--- config.mk ---
export PLATFORM = sky130hd
export DESIGN_NAME = bo_seq_alu
export DESIGN_NICKNAME = d
export VERILOG_FILES = /design/src/rtl/bo_seq_alu.sv
export SDC_FILE = /design/constraint.sdc
export NUM_CORES = 1
export LEC_CHECK = 0
export ABC_AREA = 1
export BUFFER_PORTS_ARGS = -buffer_cell sky130_fd_sc_hd__buf_2
export CAP_MARGIN = 20
export CORE_MARGIN = 5
export CORE_UTILIZATION = 53
export CTS_CLUSTER_SIZE = 24
export DETAILED_ROUTE_END_ITERATION = 10
export MAX_ROUTING_LAYER = met4
export PLACE_DENSITY = 0.86
export SETUP_SLACK_MARGIN = 0.5
export SLEW_MARGIN = 20
export SYNTH_ARGS = -nofsm -noshare
export SYNTH_HDL_FRONTEND = slang
export SYNTH_SLANG_ARGS = --single-unit
--- constraint.sdc ---
create_clock -name clk -period 2.9 [get_ports clk]
set_input_delay 0.58 -clock clk [delete_from_list [all_inputs] [get_ports clk]]
set_output_delay 0.58 -clock clk [all_outputs]
set_load 0.1 [all_outputs]
--- src/rtl/bo_seq_alu.sv ---
// rtl/bo_seq_alu.sv - self-sequenced ones'-complement add/sub/mul block with start/busy/done handshake
// Optional multiply-accumulate on op=11 is enabled by defining MAC_EN.
module bo_seq_alu #(
   parameter int N = 4
) (
   input  logic           clk,
   input  logic           rst_n,
   input  logic           start,
   input  logic [1:0]     op,
   input  logic [N-1:0]   a,
   input  logic [N-1:0]   b,
   output logic [2*N-1:0] rr,
   output logic [1:0]     priznak,
   output logic           busy,
   output logic           done,
   output logic           err
);

   localparam int W  = 2 * N;
   localparam int CW = $clog2(N);
   localparam logic [CW-1:0] CNT_INIT = CW'(N - 2);
`ifdef MAC_EN
   localparam bit MAC_BUILD = 1'b1;
`else
   localparam bit MAC_BUILD = 1'b0;
`endif

   typedef enum logic [1:0] {S_IDLE, S_EXEC, S_NORM, S_DONE} state_t;

   state_t        state_q;
   logic [N-1:0]  ra_q, rb_q;
   logic [1:0]    op_q;
   logic [W-1:0]  p_q;
   logic [CW-1:0] cnt_q;
   logic          ill_wait_q;
   logic [W-1:0]  rr_q;
   logic [1:0]    priznak_q;
   logic          busy_q, done_q, err_q;
`ifdef MAC_EN
   logic          norm2_q;
`endif

   function automatic logic [W-1:0] eac_add(input logic [W-1:0] x, input logic [W-1:0] y);
      logic [W:0] s;
      s = {1'b0, x} + {1'b0, y};
      return s[W-1:0] + {{(W-1){1'b0}}, s[W]};
   endfunction

   function automatic logic [1:0] flag_of(input logic [W-1:0] x);
      return (x == '0) ? 2'b00 : (x[W-1] ? 2'b10 : 2'b01);
   endfunction

   logic [N-1:0] b_eff;
   logic [W-1:0] addsub_d;
   logic [N-2:0] mag_a, mag_b;
   logic [N-1:0] mag_b_ext;
   logic [W-1:0] mul_step_d;
   logic [W-1:0] mul_res, res_raw, res_norm;

   always_comb begin
      b_eff      = op_q[0] ? ~rb_q : rb_q;
      addsub_d   = eac_add({{N{ra_q[N-1]}}, ra_q}, {{N{b_eff[N-1]}}, b_eff});
      mag_a      = ra_q[N-1] ? ~ra_q[N-2:0] : ra_q[N-2:0];
      mag_b      = rb_q[N-1] ? ~rb_q[N-2:0] : rb_q[N-2:0];
      mag_b_ext  = {1'b0, mag_b};
      mul_step_d = {p_q[W-2:0], 1'b0} + (mag_b_ext[cnt_q] ? {{(N+1){1'b0}}, mag_a} : '0);
      mul_res    = (ra_q[N-1] ^ rb_q[N-1]) ? ~p_q : p_q;
      res_raw    = op_q[1] ? mul_res : p_q;
      res_norm   = (&res_raw) ? '0 : res_raw;
   end

`ifdef MAC_EN
   logic [W-1:0] mac_raw, mac_norm;
   logic         mac_ovf;

   // In the second NORM cycle p_q holds the signed, normalised product.
   always_comb begin
      mac_raw  = eac_add(rr_q, p_q);
      mac_norm = (&mac_raw) ? '0 : mac_raw;
      mac_ovf  = (rr_q[W-1] == p_q[W-1]) && (mac_norm[W-1] != rr_q[W-1]);
   end
`endif

   always_ff @(posedge clk) begin
      if (!rst_n) begin
         state_q    <= S_IDLE;
         ra_q       <= '0;
         rb_q       <= '0;
         op_q       <= '0;
         p_q        <= '0;
         cnt_q      <= '0;
         ill_wait_q <= 1'b0;
         rr_q       <= '0;
         priznak_q  <= '0;
         busy_q     <= 1'b0;
         done_q     <= 1'b0;
         err_q      <= 1'b0;
`ifdef MAC_EN
         norm2_q    <= 1'b0;
`endif
      end else begin
         case (state_q)
            S_IDLE: begin
               if (!busy_q) begin
                  if (start) begin
                     ra_q       <= a;
                     rb_q       <= b;
                     op_q       <= op;
                     p_q        <= '0;
                     cnt_q      <= CNT_INIT;
                     busy_q     <= 1'b1;
                     ill_wait_q <= (op == 2'b11) && !MAC_BUILD;
                  end
               // An illegal op spends one decode cycle before reporting.
               end else if (ill_wait_q) begin
                  ill_wait_q <= 1'b0;
               end else if ((op_q == 2'b11) && !MAC_BUILD) begin
                  state_q <= S_DONE;
                  busy_q  <= 1'b0;
                  done_q  <= 1'b1;
                  err_q   <= 1'b1;
               end else begin
                  state_q <= S_EXEC;
               end
            end
            S_EXEC: begin
               if (!op_q[1]) begin
                  p_q     <= addsub_d;
                  state_q <= S_NORM;
               end else begin
                  p_q <= mul_step_d;
                  if (cnt_q == '0) state_q <= S_NORM;
                  else             cnt_q   <= cnt_q - CW'(1);
               end
            end
            S_NORM: begin
`ifdef MAC_EN
               if (op_q == 2'b11) begin
                  if (!norm2_q) begin
                     p_q     <= res_norm;
                     norm2_q <= 1'b1;
                  end else begin
                     rr_q      <= mac_norm;
                     priznak_q <= mac_ovf ? 2'b11 : flag_of(mac_norm);
                     norm2_q   <= 1'b0;
                     state_q   <= S_DONE;
                     busy_q    <= 1'b0;
                     done_q    <= 1'b1;
                  end
               end else
`endif
               begin
                  rr_q      <= res_norm;
                  priznak_q <= flag_of(res_norm);
                  state_q   <= S_DONE;
                  busy_q    <= 1'b0;
                  done_q    <= 1'b1;
               end
            end
            S_DONE: begin
               done_q  <= 1'b0;
               err_q   <= 1'b0;
               state_q <= S_IDLE;
            end
            default: state_q <= S_IDLE;
         endcase
      end
   end

   assign rr      = rr_q;
   assign priznak = priznak_q;
   assign busy    = busy_q;
   assign done    = done_q;
   assign err     = err_q;

endmodule

Word level (Yosys, flattened, before mapping)
Index checks and enable logic that the tools add are counted.
{"block": "word_totals", "ff_bits": 36, "in_bits": 13, "out_inout_bits": 13, "wordCells": 90}
{"block": "classes", "n_addsub": 4, "magnitude_cmp": 1, "n_eq_ne": 13, "mux": 38, "bitwise": 6, "n_reduce_logical": 16}
{"operator": "2-to-1 mux 8 bit", "count": 6}
{"operator": "2-to-1 mux 2 bit", "count": 11}
{"operator": "one-hot mux 8 bit (2 select lines)", "count": 1}
{"operator": "!= test 2 bit (second input constant)", "count": 7}
{"operator": "2-to-1 mux 1 bit", "count": 10}
{"operator": "adder 8 x 8 -> 9 bit", "count": 1}
{"operator": "2-to-1 mux 3 bit", "count": 3}
{"operator": "AND reduction 3 bit", "count": 3}
{"operator": "adder 8 x 1 -> 8 bit", "count": 1}
{"operator": "adder 8 x 3 -> 8 bit", "count": 1}
{"operator": "== test 2 bit (second input constant)", "count": 4}
{"operator": "zero test 8 bit", "count": 1}
{"operator": "inverter 8 bit", "count": 1}
{"operator": "one-hot mux 2 bit (4 select lines)", "count": 1}
{"operator": "AND reduction 4 bit", "count": 2}
{"operator": "AND reduction 8 bit", "count": 1}
{"operator": "nonzero test 2 bit", "count": 4}
{"operator": "inverter 3 bit", "count": 2}
{"operator": "AND reduction 5 bit", "count": 1}
{"operator": "zero test 2 bit", "count": 2}
{"operator": "2-to-1 mux 4 bit", "count": 1}
{"operator": "inverter 4 bit", "count": 1}
{"operator": "one-hot mux 1 bit (2 select lines)", "count": 2}
{"operator": "one-hot mux 2 bit (2 select lines)", "count": 1}
{"operator": "10 further kinds", "count": 10}

Logic depth before layout (Yosys ltp)
{"block": "logic_depth", "depth_word": 8, "depth_mapped": 19, "ltp_nobuf": 18}

Worst setup path before layout
No wires, ideal clock.
{"block": "synth_path", "path_kind": "flip-flop to flip-flop", "from": "reg op_q[0]", "to": "reg p_q[6]", "setup_time_ns": 0.134, "arrival_time_ns": 2.818, "slack_ns": -0.052, "stages_incl_launch_ff": 18, "n_path_buf": 1, "path_cell_list": "dfxtp_1 clkbuf_1 xor2_1 ha_1 inv_1 fa_1 nor2_1 a211oi_1 fa_1 inv_1 ha_1 ha_1 nand2_1 or2_2 nor2_1 o21ai_0 nand2_1 a21oi_1"}
{"block": "synth_between", "elab_chain_len": 5}
{"item": "start, declared", "line_no": "32", "rtl": "logic [1:0] op_q;"}
{"item": "start signal, assigned", "line_no": "108", "rtl": "op_q <= op;"}
{"item": "2-to-1 mux 4 bit", "line_no": "61", "rtl": "b_eff = op_q[0] ? ~rb_q : rb_q;"}
{"item": "adder 8 x 8 -> 9 bit", "line_no": "45", "rtl": "s = {1'b0, x} + {1'b0, y};"}
{"item": "adder 8 x 1 -> 8 bit", "line_no": "46", "rtl": "return s[W-1:0] + {{(W-1){1'b0}}, s[W]};"}
{"item": "2-to-1 mux 8 bit", "line_no": "127", "rtl": "if (!op_q[1]) begin"}
{"item": "one-hot mux 8 bit (2 select lines)", "line_no": "102", "rtl": "case (state_q)"}
{"item": "end signal, assigned", "line_no": "128", "rtl": "p_q <= addsub_d;"}
{"item": "end signal, assigned", "line_no": "131", "rtl": "p_q <= mul_step_d;"}
{"item": "end, declared", "line_no": "33", "rtl": "logic [W-1:0] p_q;"}
No other way between the ends.
A chain may end at the register's enable or synchronous reset.

Worst setup path after layout
{"block": "layout_path", "from": "reg op_q[0]", "to": "reg p_q[2]"}
Same word-level chain as after synthesis.

==> results.cfg <==
[outcome]
status = complete, no violations

[global_route]
grt_max_degree = 20
top_usage_layer = met2
first_global_vias = 2262
antenna_found_initial = 0
grt_util_all_layers = 0.240
met3_usage = 0.0515
overflow = 0
grtUsageMet1 = 0.274
use_met2 = 0.403
grt_pass1_wl_um = 10200

[timing]
fin_crit_ps = 2750
clock_skew_ps = 11.8
holdWs_ps = 459
final_max_slew_viol_count = 0
rsz0062_at_grt = yes
layout_setup_ws_ps = 151
max_slew.worst_pin.slew_ps = 769
fmax_ghz = 0.364
post-route-period-util = 0.948
slew_headroom = 0.487
setup_viol = 0
hold_violations = 0

[clock_tree]
cts_tree = yes
clk_pin_slew_ps = 80
clock_latency_ps = 300
clock-sinks = 36
cts_buffers = 5
htreeDepth = 2
cts_root_buf = clkbuf_8
ctsLongestPathBuffers = 2
postCtsHoldBufs = 0

[yosys]
synth.avg_cell_area_um2 = 6.91
synth_area_um2 = 2290
synth_most_common_cell = nand2_1
yosysWarnings = 0
syn_nets = 361
yosys.cell_types.count = 30
synth_top_area_share = 0.315
synthArstFlopShare = 0
yosys.area.top_type = dfxtp_1
ys_ff_latch = 36
ys_seq_area_frac = 0.315
synth-main-ff-cell = dfxtp_1
ys_top_cells_by_area = dfxtp_1, nand2_1, a21oi_1, ha_1, o21ai_0
synth.top_cells.by_count = nand2_1, a21oi_1, inv_1
synth-edff-count = 0
syn-instance-count = 331

[cells_and_area]
diodes = 0
final_cell_area_um2 = 2840
area_delta_synth_final_pct = 24.1
final_core_util = 0.694
drive_gt1_frac = 0.257
layout.nets = 403

[setup_path]
worstSetupPathType = flop to flop
crit_start = op_q[0]
crit_chain = buf_6 -> xnor2_4 -> inv_2 -> ha_4 -> buf_4 -> a211oi_2 -> fa_2 -> inv_2 -> ha_4 -> ha_4 -> buf_4 -> xor2_1 -> nand2_1 -> nand2_1 -> a21oi_1
regToRegStartpoint = op_q[0]
cp_common_cell = ha_4
end_kind = flop
start_kind = flop
cp.arrival_ps = 2970
timing.rr.end = p_q[2]
rrSetupSlack_ps = 150
slowest_stage = dfxtp_2
cp_max_fo = 5
endpoint = p_q[2]
r2r.worst_path.cells = 15
cp_slowest_stage_delay_ps = 330
required_ps = 3120

[pwr]
irDropWorstVdd_uv = 594
switching_share = 0.510
leakagePower_uw = 0.00120
p_int_uw = 1510
power_frac_clock = 0.161
comb_power_share = 0.592
p_seq_frac = 0.248
power_switching_uw = 1570
power.density_nw_per_um2 = 1090

[run]
max_cap_viol_count = 0

[place]
dp_hpwl_um = 4120
pre_cts_ws_ps = 56.7
port_buffers = 25
placed_cell_area_um2 = 2500
gp_congestion = 0.905

[die]
io_pins = 26
core_area_um2 = 4090
start_util = 0.559
chipWidth_um = 75.7
die-area_um2 = 5730
die_h_um = 75.7
rows = 23

[route]
vias_per_cell = 5.72
wire_per_inst_um = 15.1
routed-via-count = 2427
remaining_drc_errors = 0
ant_nets = 0
drtIter0Drc = 182
routed_wl_um = 6410
firstDrtPassIters = 5

[min_path]
hold_class = flop to flop
## layer usage
| layer | vias to the layer above | share of wire |
|---|---|---|
| met5 | - | 0 |
| met4 | 0 | 0.029 |
| met3 | 30 | 0.061 |
| met2 | 102 | 0.50 |
| met1 | 1133 | 0.41 |
| li1 | 1162 | - |
## how the worst min path moves through the flow
stage / endpoint / slack, ps / cells after the start / from
floorplan: ill_wait_q / 440 / 2 / ill_wait_q
global placement: err / 430 / 2 / err
detailed placement: err / 450 / 2 / err
CTS: err / 460 / 2 / err
global route: err / 490 / 2 / err
finish: err / 460 / 2 / err
## final cells by class
type | count | area (µm²)
clock buffers | 7 | 96.3
clock inverters | 1 | 30.0
fillers | 302 | 1250
inverters | 42 | 160
multi-input cells | 243 | 1480
flip-flops and latches | 36 | 727
well taps | 50 | 62.6
repair buffers | 45 | 279
## per-stage QoR
step / std cells / total power [µW] / setup TNS (ps)
global route: 424 / 3270 / -28.9
global placement: 399 / 2320 / 0
detailed placement: 399 / 2380 / 0
floorplan: 331 / 2070 / 0
CTS: 418 / 2970 / 0
finish: 424 / 3090 / 0
## critical path, delay by kind of cell (launching register included)
kind            cells  cell delay [ps]
compound gates      2              470
xor+xnor            2              330
fa+ha+maj           4              870
buf+inv             5              540
flops               1              330
simple gates        2              140
## logic make-up after synthesis
kind of cell    after synthesis  synth area share
compound gates               81             0.189
xor+xnor                      8            0.0306
fa+ha+maj                    17             0.106
buf+inv                      52            0.0925
flops                        36             0.315
simple gates                137             0.266
## flip-flops by register name, summed over array words and instances, names as in the netlist, 2 cells and up
signal,flops
op_q,2
priznak,2
state_q,2
rb_q,4
p_q,8
rr,8
cnt_q,2
ra_q,4
## what timing repair did
item	in CTS	in global routing
endpoints found under the setup margin	8	8
gates resized for setup	17	4
pin swaps	9	3
buffers inserted	11	6
## power by group through the flow
stage	sequential [µW]	clock [µW]	combinational, µW
floorplan	1140	0	928
finish	764	496	1830
detailed placement	760	0	1620
global placement	753	0	1570
CTS	759	493	1720
global route	780	520	1970
## placed cells by master (no fill, tap or decap), types with 4 or more instances in the layout
cell type  count
nand2_1       82
a21oi_1       37
inv_1         34
dfxtp_1       31
o21ai_0       29
buf_2         25
buf_4         19
nor2_1        17
nand3_1       11
nand4_1        9
ha_1           8
clkbuf_8       7
inv_2          6
dfxtp_2        5
xor2_1         4
nand2_2        4
Note: power is estimated with default switching activity, not from simulation.
